[src/rtl/ext_unit_dispatcher.sv]
// Dispatches one multi-cycle request from the main FSM to one of NUM_UNITS execution units.
// The result is registered, and the request is aborted on timeout, flush or an out-of-range unit index.
module ext_unit_dispatcher #(
  parameter int NUM_UNITS      = 2,
  parameter int UNIT_ID_WIDTH  = 2,
  parameter int XLEN           = 32,
  parameter int TIMEOUT_CYCLES = 1024,
  parameter int CNT_WIDTH      = 16
) (
  input  logic                      clk,
  input  logic                      resetn,
  input  logic                      req_valid,
  input  logic [UNIT_ID_WIDTH-1:0]  req_unit,
  input  logic                      flush,
  output logic                      req_ready,
  output logic [XLEN-1:0]           result,
  output logic                      busy,
  output logic                      timeout_event,
  output logic                      illegal_unit,
  output logic [CNT_WIDTH-1:0]      stall_cycles,
  output logic [NUM_UNITS-1:0]      unit_valid,
  input  logic [NUM_UNITS-1:0]      unit_ready,
  input  logic [NUM_UNITS*XLEN-1:0] unit_result,
  output logic [1:0]                dbg_state
);

  // Handshake: a request is taken when req_valid is high in IDLE without flush. Completion is a
  // single-cycle req_ready with result valid in that cycle. unit_valid stays high until the unit's ready.
  typedef enum logic [1:0] {
    ST_IDLE = 2'd0,
    ST_BUSY = 2'd1,
    ST_DONE = 2'd2
  } state_t;

  localparam logic [CNT_WIDTH-1:0] TO_LAST =
    (TIMEOUT_CYCLES > 0) ? CNT_WIDTH'(TIMEOUT_CYCLES - 1) : '0;

  state_t                   state_q, state_d;
  logic [UNIT_ID_WIDTH-1:0] unit_id_q, unit_id_d;
  logic [NUM_UNITS-1:0]     unit_valid_q, unit_valid_d;
  logic [XLEN-1:0]          result_q, result_d;
  logic                     req_ready_q, req_ready_d;
  logic                     timeout_q, timeout_d;
  logic                     illegal_q, illegal_d;
  logic [CNT_WIDTH-1:0]     stall_q, stall_d;
  logic [CNT_WIDTH-1:0]     cnt_q, cnt_d;

  logic                     req_legal;
  logic [NUM_UNITS-1:0]     req_onehot;
  logic                     sel_ready;
  logic [XLEN-1:0]          sel_data;

  always_comb begin
    req_legal  = (32'(req_unit) < NUM_UNITS);
    req_onehot = '0;
    sel_ready  = 1'b0;
    sel_data   = '0;
    for (int i = 0; i < NUM_UNITS; i++) begin
      req_onehot[i] = (req_unit == UNIT_ID_WIDTH'(i));
      if (unit_id_q == UNIT_ID_WIDTH'(i)) begin
        sel_ready = unit_ready[i];
        sel_data  = unit_result[i*XLEN +: XLEN];
      end
    end
  end

  always_comb begin
    state_d      = state_q;
    unit_id_d    = unit_id_q;
    unit_valid_d = unit_valid_q;
    result_d     = result_q;
    req_ready_d  = 1'b0;
    timeout_d    = 1'b0;
    illegal_d    = 1'b0;
    cnt_d        = cnt_q;
    stall_d      = stall_q;

    if (flush) begin
      state_d      = ST_IDLE;
      unit_valid_d = '0;
      cnt_d        = '0;
    end else begin
      case (state_q)
        ST_IDLE: begin
          cnt_d = '0;
          if (req_valid) begin
            unit_id_d = req_unit;
            if (req_legal) begin
              state_d      = ST_BUSY;
              unit_valid_d = req_onehot;
            end else begin
              state_d     = ST_DONE;
              result_d    = '0;
              req_ready_d = 1'b1;
              illegal_d   = 1'b1;
            end
          end
        end
        ST_BUSY: begin
          cnt_d = cnt_q + 1'b1;
          // A ready arriving on the last allowed cycle still completes normally.
          if (sel_ready) begin
            state_d      = ST_DONE;
            result_d     = sel_data;
            unit_valid_d = '0;
            req_ready_d  = 1'b1;
          end else if ((TIMEOUT_CYCLES != 0) && (cnt_q == TO_LAST)) begin
            state_d      = ST_DONE;
            result_d     = '0;
            unit_valid_d = '0;
            req_ready_d  = 1'b1;
            timeout_d    = 1'b1;
          end
        end
        ST_DONE: begin
          state_d = ST_IDLE;
          cnt_d   = '0;
        end
        default: begin
          state_d      = ST_IDLE;
          unit_valid_d = '0;
          cnt_d        = '0;
        end
      endcase
    end

    // Every cycle spent in BUSY is a stall cycle, including one cut short by flush.
    if ((state_q == ST_BUSY) && (stall_q != '1)) begin
      stall_d = stall_q + 1'b1;
    end
  end

  always_ff @(posedge clk or negedge resetn) begin
    if (!resetn) begin
      state_q      <= ST_IDLE;
      unit_id_q    <= '0;
      unit_valid_q <= '0;
      result_q     <= '0;
      req_ready_q  <= 1'b0;
      timeout_q    <= 1'b0;
      illegal_q    <= 1'b0;
      stall_q      <= '0;
      cnt_q        <= '0;
    end else begin
      state_q      <= state_d;
      unit_id_q    <= unit_id_d;
      unit_valid_q <= unit_valid_d;
      result_q     <= result_d;
      req_ready_q  <= req_ready_d;
      timeout_q    <= timeout_d;
      illegal_q    <= illegal_d;
      stall_q      <= stall_d;
      cnt_q        <= cnt_d;
    end
  end

  assign req_ready     = req_ready_q;
  assign result        = result_q;
  assign busy          = (state_q != ST_IDLE);
  assign timeout_event = timeout_q;
  assign illegal_unit  = illegal_q;
  assign stall_cycles  = stall_q;
  assign unit_valid    = unit_valid_q;
  assign dbg_state     = state_q;

endmodule
[config.mk]
export PLATFORM = sky130hd
export DESIGN_NAME = ext_unit_dispatcher
export DESIGN_NICKNAME = d
export VERILOG_FILES = /design/src/rtl/ext_unit_dispatcher.sv
export SDC_FILE = /design/constraint.sdc
export NUM_CORES = 1
export LEC_CHECK = 0
export CAP_MARGIN = 20
export CELL_PAD_IN_SITES_DETAIL_PLACEMENT = 0
export CELL_PAD_IN_SITES_GLOBAL_PLACEMENT = 2
export CORE_MARGIN = 4
export CORE_UTILIZATION = 25
export DETAILED_ROUTE_END_ITERATION = 16
export PLACE_DENSITY = 0.86
export SETUP_SLACK_MARGIN = 0.05
export SLEW_MARGIN = 30
export SYNTH_ARGS = -nofsm -noshare
export SYNTH_HDL_FRONTEND = slang
export SYNTH_SLANG_ARGS = --single-unit
[constraint.sdc]
create_clock -name clk -period 1.8 [get_ports clk]
set_clock_uncertainty 0.15 [all_clocks]
set_input_delay 0.18 -clock clk [delete_from_list [all_inputs] [get_ports clk]]
set_output_delay 0.18 -clock clk [all_outputs]
set_load 0.05 [all_outputs]
======== Word level (Yosys, flattened, before mapping) ========
Cells that the tools add are included.
operators by class
  add/subtract/negate cells ............... 2
  magnitude comparators ................... 1
  eq/ne operators ......................... 13
  mux-type cells .......................... 34
  bitwise logic cells ..................... 1
  reductions and logical operators ........ 10
operators with widths
  operator                 number
  $mux W32                 6
  $pmux W32 S2             1
  $add A16 B1 Y16 const B  2
  $mux W16                 2
  $mux W2                  10
  $eq A16 B10 Y1 const B   1
  $ne A16 B16 Y1 const B   1
  $mux W1                  12
  $ne A3 B3 Y1 const B     3
  $eq A2 B1 Y1 const B     3
  $logic_not A2 Y1         3
  $ne A2 B2 Y1 const B     3
  $pmux W2 S3              1
  $reduce_and A5 Y1        1
  $ne A4 B4 Y1 const B     1
  $pmux W2 S2              1
  $reduce_and A4 Y1        1
  $reduce_bool A2 Y1       2
  $reduce_and A3 Y1        1
  $eq A2 B2 Y1 const B     1
  $lt A2 B2 Y1 const B     1
  $pmux W1 S2              1
  $reduce_and A2 Y1        1
  $logic_and A1 B1 Y1      1
  $not A1 Y1               1
word-level totals
  register bits ........................... 73
  bits of input ports ..................... 72
  output and inout bits ................... 56
  logic and storage cells ................. 70

======== Depth between registers and ports, before layout ========
  depth in word-level cells ............... 6
  gate-level depth with buffers ........... 7

======== Least setup slack after synthesis ========
OpenSTA, ideal clock, no wires.
  path kind ............................... reg2reg
  from .................................... register stall_q[9] (netlist: stall_cycles[9])
  to ...................................... register stall_q[1] (netlist: stall_cycles[1])
  library setup time ...................... 0.128 ns
  arrival time ............................ 1.762 ns
  slack ................................... -0.240 ns
  stages on the path, launching flop included .. 5
  clock period less this slack ............ 2.040 ns
  path through ............................ dfrtp_1 > nand3_1 > nor3_1 > a311o_1 > mux2_1
on the way
  longest elaborated chain between the ends .. 2
RTL lines
  item                    line  source
  start, declared         45    logic [CNT_WIDTH-1:0] stall_q, stall_d;
  start signal, assigned  152   stall_q <= stall_d;
  $ne A16 B16 Y1          128   if ((state_q == ST_BUSY) && (stall_q != '1)) begin
  $logic_and A1 B1 Y1     128
No other way between the ends.
A chain may end at the register's enable or synchronous reset.

======== Worst setup path after layout ========
  from .................................... register stall_q[4] (netlist: stall_cycles[4])
  to ...................................... register stall_q[1] (netlist: stall_cycles[1])
The elaborated chain is that of the path after synthesis.

==> flow_metrics.tcl <==
set metrics [dict create \
    postRouteAntennaNets 0 \
    synth_flop_cell "sky130_fd_sc_hd__dfrtp_1" \
    gp_routability_congestion 0.817 \
    layout_commonest_cell "sky130_fd_sc_hd__buf_4" \
    flow.area_growth_from_synthesis_pct 59.7 \
    netlist_area_um2 3820 \
    pwr_density_cell_nw_per_um2 1070 \
    filler_cell_count 1426 \
    report.final.setup_viol 0 \
    irDropWorstVdd_uv 449 \
    final.period_utilization_pct 97.8 \
    clk_root_buffer_cell "sky130_fd_sc_hd__clkbuf_16" \
    r2r_end "stall_cycles[1]$_DFFE_PN0P_" \
    synth_edf_count 0 \
    tightestPinTransition_ns 0.510 \
    hold_viol 0 \
    hp-class "in2async" \
    cts.reportedPaths.clkPinSlew_ns 0.05 \
    post_synth_inst_count 375 \
    tritoncts "yes" \
    worst_path_max_delay_cell "sky130_fd_sc_hd__dfrtp_2" \
    fp.dieH_um 132 \
    net_count_of_the_mapped_netlist 449 \
    synth-warning-count 0 \
    kind_of_end_point_of_the_critical_path "flop" \
    gr-total-overflow 0 \
    timing.max_slew.rel_slack_pct 66.0 \
    clkSinkCount 73 \
    port_buffers 127 \
    reg2reg_setup_slack_ns 0.04 \
    router_iterations_before_antenna_repair 4 \
    max_freq_ghz 0.568 \
    worst-endpoint-required_ns 1.85 \
    clockBufferDepth 2 \
    clock_latency_ns 0.33 \
    cp_data_arrival_time_ns 1.82 \
    initial_core_utilization_pct 25.9 \
    vias 3537 \
    path_cells "nand4_1, nor3_2, a311o_1, mux2_4" \
    drt_iter0_markers 189 \
    outcome "finished clean" \
    antennaDiodeCount 0 \
    cap_violations 0 \
    route.detailed.wl_per_inst_um 15.9 \
    die_area_um2 17300 \
    layout.nets 625 \
    placementRows 44 \
    drive_above_1_share_pct 38.9 \
    p_leak_nw 2.58 \
    most_frequent_cells_in_the_layout "sky130_fd_sc_hd__buf_4, sky130_fd_sc_hd__clkdlybuf4s50_1, sky130_fd_sc_hd__dfrtp_1" \
    ys_async_sr_fraction_pct 100 \
    cts_max_level 3 \
    grt_antenna_before_repair 0 \
    viasPerCell 4.79 \
    rsz_0062_raised_after_global_routing "true" \
    number_of_clock_buffers_inserted_by_tritoncts 9 \
    track_usage_pct 13.3 \
    seqCellArea_um2 1850 \
    timing.critical_path.from_type "flop" \
    core-area_um2 14800 \
    yosys_register_bits 73 \
    share_of_the_yosys_chip_area_belonging_to_registers_pct 47.8 \
    crit_type "reg2reg" \
    via_count_of_the_first_global_routing_pass 3643 \
    route.detailed.drc 0 \
    whs_ns 0.225 \
    post_synth.cell_area_avg_um2 10.2 \
    grt_pass1_wl_um 18900 \
    grt_max_degree 37 \
    critical-path-max-stage-delay_ns 0.39 \
    setup_total_negative_slack_ns 0 \
    post-dp-hpwl_um 8310 \
    routed_wl_um 11700 \
    rr_worst_depth 4 \
    timing.critical_path.fanout_max 5 \
    drv_slew 0 \
    synth.distinct_cells 50 \
    timing.rr.start "stall_cycles[4]$_DFFE_PN0P_" \
    multi_input_gate_area_in_the_final_layout_um2 1990 \
    layout_min_cycle_time_ns 1.76 \
    boundaryPins 128 \
    die_w_um 132 \
]
## kinds of logic after synthesis
kind of cell             count (synthesis)  synth area share (%)
AO/OA/AOI/OAI                           95                  16.2
XOR/XNOR                                18                  4.12
adder cells (fa/ha/maj)                  2                 0.655
buffers and inverters                   29                  3.83
flip-flops                              73                  47.8
multiplexers                            37                  11.0
AND/OR/NAND/NOR                        121                  16.5
## metrics by stage
stage	std cells	cell area, um^2	util (%)	total power [mW]	setup slack, ns
floorplan	375	3850	-	3.64	-0.00663
global placement	702	5400	36.6	4.50	-0.125
detailed placement	702	5400	36.6	4.55	-0.157
CTS	730	5890	39.9	6.51	0.0339
global route	739	6100	41.4	6.88	-0.0309
finish	739	6100	41.4	6.55	0.0393
## cells in the mapped netlist (all sizes together) (3+ instances only)
cell type	n	area, um^2
a21oi	13	65.1
a22oi	33	248
and3	4	25.0
buf	14	87.6
clkbuf	7	28.8
dfrtp	73	1830
inv	8	30.0
mux2	36	409
nand2	45	169
nand3	13	65.1
nand4	9	62.6
nor2	25	93.8
nor3	5	36.3
nor4	6	58.8
o21ai	36	180
or3	3	18.8
xnor2	15	131
xor2	3	26.3
## power breakdown
| group | switching [mW] | total, mW | internal [mW] |
|---|---|---|---|
| sequential | 0.219 | 2.12 | 1.90 |
| combinational | 1.51 | 2.53 | 1.02 |
| clock | 0.667 | 1.91 | 1.24 |
## metal layers
layer / wire length, um / vias to the layer above / global-route usage, %
met1: 5300 / 1715 / 17.5
met3: 874 / 10 / 4.89
li1: - / 1717 / -
met5: 0 / - / 0
met4: 114 / 0 / 3.50
met2: 5450 / 95 / 20.8
## state kept, by name (all words and copies together), names as in the netlist
signal / count
unit_valid: 2
unit_id_q: 2
dbg_state: 2
stall_cycles: 16
req_ready: 1
cnt_q: 16
timeout_event: 1
result: 32
illegal_unit: 1
## area by class of cell
class                      instances  area share [%]
clock inverter                     3            1.07
multi-input combinational        273            32.6
sequential                        73            30.3
tap                              184            3.77
timing repair buffer             186            27.8
clock buffer                      12            4.04
inverter                           8           0.492
## worst max-delay path by stage
stage                                       end  slack (ns)                         from  cells past startpoint
global placement      unit_valid[0]$_DFFE_PN0P_       -0.13                    req_valid                      5
CTS                                        busy        0.03     dbg_state[1]$_DFFE_PN0P_                      4
floorplan                result[12]$_DFFE_PN0P_      -0.007     dbg_state[0]$_DFFE_PN0P_                      5
global route        stall_cycles[1]$_DFFE_PN0P_       -0.03  stall_cycles[4]$_DFFE_PN0P_                      4
finish              stall_cycles[1]$_DFFE_PN0P_        0.04  stall_cycles[4]$_DFFE_PN0P_                      4
detailed placement       result[31]$_DFFE_PN0P_       -0.16                        flush                      6
## timing repair
item	4_1_cts	5_1_grt
endpoints found under the setup margin	33	52
resized for setup	13	32
cloned	3	1
hold buffers	1	0
pin swaps	3	18
setup buffers	9	8
hold endpoints to repair	33	0
## critical path, delay by kind of cell, from the launching register on
family | cells | cell delay, ns
AO/OA/AOI/OAI | 1 | 0.27
flip-flops | 1 | 0.39
multiplexers | 1 | 0.32
AND/OR/NAND/NOR | 2 | 0.51
(Power assumes the default switching activity.)
